**src/rtl/axis_frame_tx.sv**
```systemverilog
`default_nettype none
// ============================================================================
// Module      : axis_frame_tx
// Description : Frames a valid/ready sample stream into tlast-terminated
//               AXI-stream bursts through a single output register slice.
// Revision    : 1.0 - initial release
// ============================================================================
module axis_frame_tx #(
    parameter int DATA_W = 22,
    parameter int LEN_W  = 6,
    parameter int CNT_W  = 16
) (
    input  logic              clk,
    input  logic              reset_n,
    input  logic              start,
    input  logic [LEN_W-1:0]  frame_len,
    output logic              busy,
    output logic              done,
    output logic [CNT_W-1:0]  frames_sent,
    input  logic [DATA_W-1:0] s_data,
    input  logic              s_valid,
    output logic              s_ready,
    output logic [DATA_W-1:0] output_tdata,
    output logic              output_tvalid,
    input  logic              output_tready,
    output logic              output_tlast
);

    typedef enum logic [1:0] {
        S_IDLE   = 2'd0,
        S_ACTIVE = 2'd1,
        S_DRAIN  = 2'd2
    } state_t;

    state_t             r_state;
    logic [LEN_W-1:0]   r_len;
    logic [LEN_W-1:0]   r_issued;
    logic               w_load;
    logic               w_last;

    // Slice may take a new sample when empty or emptying this cycle.
    assign s_ready = (r_state == S_ACTIVE) && (r_issued < r_len) &&
                     (!output_tvalid || output_tready);
    assign w_load  = s_valid && s_ready;
    assign w_last  = (r_issued == (r_len - 1'b1));

    always_ff @(posedge clk or negedge reset_n) begin
        if (!reset_n) begin
            r_state       <= S_IDLE;
            r_len         <= '0;
            r_issued      <= '0;
            busy          <= 1'b0;
            done          <= 1'b0;
            frames_sent   <= '0;
            output_tdata  <= '0;
            output_tvalid <= 1'b0;
            output_tlast  <= 1'b0;
        end else begin
            done <= 1'b0;
            case (r_state)
                S_IDLE: begin
                    if (start && (frame_len != '0)) begin
                        r_len    <= frame_len;
                        r_issued <= '0;
                        busy     <= 1'b1;
                        r_state  <= S_ACTIVE;
                    end
                end
                S_ACTIVE: begin
                    if (w_load) begin
                        output_tdata  <= s_data;
                        output_tvalid <= 1'b1;
                        output_tlast  <= w_last;
                        r_issued      <= r_issued + 1'b1;
                        if (w_last) begin
                            r_state <= S_DRAIN;
                        end
                    end else if (output_tready) begin
                        output_tvalid <= 1'b0;
                        output_tlast  <= 1'b0;
                    end
                end
                S_DRAIN: begin
                    if (output_tvalid && output_tready) begin
                        output_tvalid <= 1'b0;
                        output_tlast  <= 1'b0;
                        done          <= 1'b1;
                        frames_sent   <= frames_sent + 1'b1;
                        busy          <= 1'b0;
                        r_state       <= S_IDLE;
                    end
                end
                default: begin
                    r_state <= S_IDLE;
                end
            endcase
        end
    end

endmodule
`default_nettype wire
```
**config.mk**
```make
export PLATFORM = sky130hd
export DESIGN_NAME = axis_frame_tx
export DESIGN_NICKNAME = d
export VERILOG_FILES = /design/src/rtl/axis_frame_tx.sv
export SDC_FILE = /design/constraint.sdc
export NUM_CORES = 1
export LEC_CHECK = 0
export ABC_AREA = 1
export BUFFER_PORTS_ARGS = -buffer_cell sky130_fd_sc_hd__buf_2
export CORE_MARGIN = 3
export CORE_UTILIZATION = 56
export CTS_CLUSTER_SIZE = 40
export DETAILED_ROUTE_END_ITERATION = 16
export PLACE_DENSITY = 0.86
export SYNTH_ARGS = -nofsm -noshare
export SYNTH_HDL_FRONTEND = slang
export SYNTH_SLANG_ARGS = --single-unit
```
**constraint.sdc**
```tcl
create_clock -name clk -period 3.45 [get_ports clk]
set_input_delay 0.1725 -clock clk [delete_from_list [all_inputs] [get_ports clk]]
set_output_delay 0.1725 -clock clk [all_outputs]
set_load 0.02 [all_outputs]
```
# Word level (Yosys, flattened, before mapping)
# Cells that the tools add are included.
op_classes:
  n_addsub: 3
  mul: 0
  n_div: 0
  n_lt_le_gt_ge: 1
  eq_ne: 8
  shift: 0
  mux: 18
  n_bitwise: 0
  reduce_logical: 19
op_table:
  columns: ["op", "n"]
  rows:
  - ["adder 16 x 1 -> 16 bit (second input constant)", 1]
  - ["2-to-1 mux 6 bit", 2]
  - ["one-hot mux 6 bit (2 select lines)", 1]
  - ["AND reduction 3 bit", 3]
  - ["2-to-1 mux 2 bit", 4]
  - ["!= test 2 bit (second input constant)", 4]
  - ["2-to-1 mux 1 bit", 7]
  - ["adder 6 x 1 -> 6 bit (second input constant)", 1]
  - ["== test 6 bit", 1]
  - ["< comparator 6 bit", 1]
  - ["one-hot mux 1 bit (2 select lines)", 3]
  - ["one-hot mux 2 bit (3 select lines)", 1]
  - ["AND reduction 2 bit", 3]
  - ["nonzero test 2 bit", 3]
  - ["nonzero test 6 bit", 1]
  - ["subtractor 6 x 1 -> 6 bit (second input constant)", 1]
  - ["logical AND 1 bit", 5]
  - ["AND reduction 4 bit", 1]
  - ["!= test 3 bit (second input constant)", 1]
  - ["== test 2 x 1 -> 1 bit (second input constant)", 1]
  - ["== test 2 bit (second input constant)", 1]
  - ["zero test 2 bit", 1]
  - ["zero test 1 bit", 1]
  - ["logical OR 1 bit", 1]
word_totals:
  ff_bits: 56
  latch_bits: 0
  ramBits: 0
  romBits: 0
  output_inout_bits: 43
  mem_count: 0

# Logic depth before layout (Yosys ltp)
logic_depth:
  ltp_word: 6
  depth_mapped: 14
  mapped_depth_nobuf: 13

# Worst setup path before layout
# Ideal clock, no wire load.
synth_timing:
  kind: "register to register"
  from: "register r_len[3]"
  to: "register output_tdata[10]"
  setup_time_ns: 0.116
  arrival_ns: 1.423
  required_ns: 3.334
  slack_ns: 1.911
  stages_incl_launch_ff: 11
  path_buffers: 2
  period_less_slack_ns: 1.539
  cell_sequence: "dfrtp_1 > inv_1 > ha_1 > a21oi_1 > nand2_1 > nand2_1 > nand3_2 > buf_6 > buf_6 > nand2_1 > nand2_1"
synth_via:
  elab_chain_cells: 5
synth_rtl:
  columns: ["element", "line_no", "text"]
  rows:
  - ["start: declaration", "36", "logic [LEN_W-1:0] r_len;"]
  - ["start signal: assignment", "63", "r_len <= frame_len;"]
  - ["< comparator 6 bit", "42", "assign s_ready = (r_state == S_ACTIVE) && (r_issued < r_len) &&"]
  - ["logical AND 1 bit (2 in series)", "42", null]
  - ["logical AND 1 bit", "44", "assign w_load = s_valid && s_ready;"]
  - ["AND reduction 2 bit (no source line)", null, null]
  - ["end signal: assignment", "71", "output_tdata <= s_data;"]
  - ["end: declaration", "23", "output logic [DATA_W-1:0] output_tdata,"]
# Every way passes these cells.
# A chain may end at the register's enable or synchronous reset.

# Worst setup path after layout
layout_timing:
  from: "register r_issued[1]"
  to: "register output_tdata[16]"
layout_via:
  elab_chain_cells: 5
layout_rtl:
  columns: ["element", "line_no", "text"]
  rows:
  - ["start: declaration", "37", "logic [LEN_W-1:0] r_issued;"]
  - ["start signal: assignment", "74", "r_issued <= r_issued + 1'b1;"]
  - ["< comparator 6 bit", "42", null]
  - ["logical AND 1 bit (2 in series)", "42", null]
  - ["logical AND 1 bit", "44", null]
  - ["AND reduction 2 bit (no source line)", null, null]
# Every way passes these cells.

==> reports/metrics.cfg <==
[die]
initial_cell_density_of_the_core = 0.588
die_width_um = 77.1
floorplan_core_area_sq_um = 4820
chipHeight_um = 77.1
core.rowCount = 25
die_ar_sq_um = 5950
top_level_ports = 76

[grt]
grt_overflow_total = 0
first_global_vias = 2294
grt_first_pass_wirelength_um = 10500
antenna_found_initial = 0
largest_net_degree_at_the_start_of_global_routing = 42
global_route.usage.total = 0.218

[place]
io_buffers = 75
gp_congestion = 0.878
place_hpwl_um = 4510
dp_slack_ns = 1.18

[critical_path]
critPathMaxFanout = 29
start_kind = register
worst-endpoint-arrival_ns = 2.53
cp_data_required_time_ns = 3.70
cp-end-kind = register
criticalPathCategory = register to register

[yosys]
synth.ff_latch_count = 56
seq_area_frac_synth = 0.495
synth_compound_gate_area_share = 0.0309
yosys_most_used_dff = dfrtp_1
synth.net_count = 393
mux_contribution_to_synthesized_area = 0
postSynthCellCount = 351
yosys.area_share.xor_xnor = 0.0557
syn_area_sq_um = 2830
synthSimpleGateAreaFrac = 0.305
yosys.area.top_type_share = 0.495
synth_commonest_cells = nand2_1 (140), dfrtp_1 (56), inv_1 (37)
yosysTopAreaCell = dfrtp_1
synth-async-reset-ratio = 1.00
postSynthAreaPerCell_sq_um = 8.07
post_synth_fa_ha_maj_area_fraction = 0.0398
main_combinational_cell_family_by_area_after_synthesis = simple AND/OR/NAND/NOR gates
yosysWarningCount = 0
synthDistinctLibCells = 26
synth_enable_flop_cells = 0
synth.most_common_cell = nand2_1
netlist_top_cells_area = dfrtp_1 (49%), nand2_1 (19%), inv_1 (4.9%), ha_1 (4.0%), nor2_1 (3.4%)

[clock_network]
clock-sinks = 56
cts.htree.levels = 2
post-cts-setup-buffer-count = 0
clock_latency_ns = 0.31
cts.path.max_buffers = 2
cts.root.buffer_cell = clkbuf_8
cts-resized-gates = 0
cts.hold.buffers_added = 0
tritoncts.num_buffers = 5
clk_pin_slew_worst_paths_ns = 0.10
tritoncts = built

[finish]
drive_gt1_frac = 0.224
syn2layout_area_growth_pct = 17.8
antenna_cells_inserted = 0
finalNetCount = 469

[outcome]
run_status = complete, but fails checks
violations = negative hold slack

[sta]
hold_vio_cnt_final = 40
finalCriticalPeriod_ns = 2.28
clock_skew_ns = 0.00628
fin_crit_sh = 0.661
whs_ns = -0.0233
slew_viol_final = 0
finalWorstSetupSlack_ns = 1.17
setup_violations = 0
worst_max_slew_pin_slew_ns = 0.905
worst_slew_margin_rel = 0.397
timing.setup.tns_ns = 0
achievable-frequency_mhz = 439
setup_repair_after_global_routing_missed_its_margin = no

[power]
power_leakage_nw = 2.04
ir_worst_vdd_uv = 166
power_density_nw_per_um2 = 322

[drt]
ant_nets = 0
drt_first_iter_violations = 151
drc = 0
wl_um = 6010
detail_route.first_pass.iterations = 4
vias = 2426
ratio_of_routed_vias_to_standard_cells = 4.90
routedWlPerCell_um = 12.1

[min_path]
class_of_the_most_critical_hold_timing_path = input port to async pin

[run]
max-cap-violations = 0

==> state kept, by name, indices dropped and copies added, names as in the netlist <==
signal         count
r_state            2
done               1
output_tvalid      1
r_len              6
frames_sent       16
busy               1
r_issued           6
output_tdata      22
output_tlast       1
==> cell families (layout without fill, tap and decap cells) <==
group | count (synthesis) | count (layout)
adders and majority gates | 9 | 9
xor gates and xnor gates | 18 | 18
DFF | 56 | 56
AOI/OAI and AO/OA | 17 | 17
buffers and inverters | 46 | 123
and+or+nand+nor | 205 | 205
==> through the flow <==
step | instance area, sq um | std cells | power, mW | utilization
2_1_floorplan | 2830 | 351 | 0.671 | -
3_3_place_gp | 3240 | 487 | 0.704 | 0.672
3_5_place_dp | 3240 | 487 | 0.704 | 0.672
4_1_cts | 3330 | 495 | 1.08 | 0.692
5_1_grt | 3330 | 495 | 1.12 | 0.692
6_report | 3330 | 495 | 1.07 | 0.692
==> path summary, 6_finish.rpt <==
kind | startpoint | to | slack (ns) | cells after the start
min in group clk | s_data[21] | output_tdata[21] | 0.05 | 3
worst min-delay path | reset_n | frames_sent[4] | -0.02 | 1
worst max register to register | r_issued[1] | output_tdata[16] | 1.17 | 10
max in group asynchronous | reset_n | output_tdata[8] | 2.72 | 2
worst min register to register | output_tlast | output_tlast | 0.48 | 2
worst max-delay path | r_issued[1] | output_tdata[16] | 1.17 | 10
==> critical path: stages, from the launching register on <==
cell and delay, ns:
dfrtp_1 0.47, ha_1 0.31, nand2_1 0.07, nand2_1 0.05, nand2_1 0.05, nand2_1 0.04
nand2_1 0.08, nand3_2 0.45, inv_2 0.51, nand2_1 0.11, nand2_1 0.08
==> layout by cell type, fill, tap and decap left out <==
cell type / n
xor2_1: 10
nand3_2: 3
buf_2: 75
nand2_2: 1
ha_1: 9
a21o_1: 1
nor3_1: 4
clkinv_2: 2
o21ai_1: 4
a21oi_1: 6
nor2_1: 26
inv_1: 37
nor3_2: 2
or2_2: 1
nand2_1: 140
buf_4: 1
nand3_1: 18
nor2_2: 2
clkbuf_8: 6
xnor2_1: 8
dfrtp_1: 56
inv_2: 1
nand4_1: 6
inv_6: 1
o21ai_0: 6
nand3b_1: 1
nand2_4: 1
==> area by class of cell <==
class                           instances  area (sq um)
Fill cell                             401          1480
Sequential cell                        56          1400
Multi-Input combinational cell        249          1220
Timing Repair Buffer                   76           383
Inverter                               39           148
Tap cell                               67          83.8
Clock buffer                            6          82.6
Clock inverter                          2          13.8
==> report_power, final <==
group          internal (mW)  switching [mW]  total [mW]
clock                  0.165           0.218       0.383
sequential             0.656               0       0.656
combinational         0.0142          0.0202      0.0344
total                  0.835           0.238        1.07
==> routing by layer <==
layer,global-route usage,share of wire,vias up
li1,-,-,1239
met1,0.280,0.42,1112
met2,0.376,0.51,66
met3,0.0434,0.057,9
met4,0.0587,0.016,0
met5,0,0,-
No activity file was read; power rests on OpenSTA's default activity.
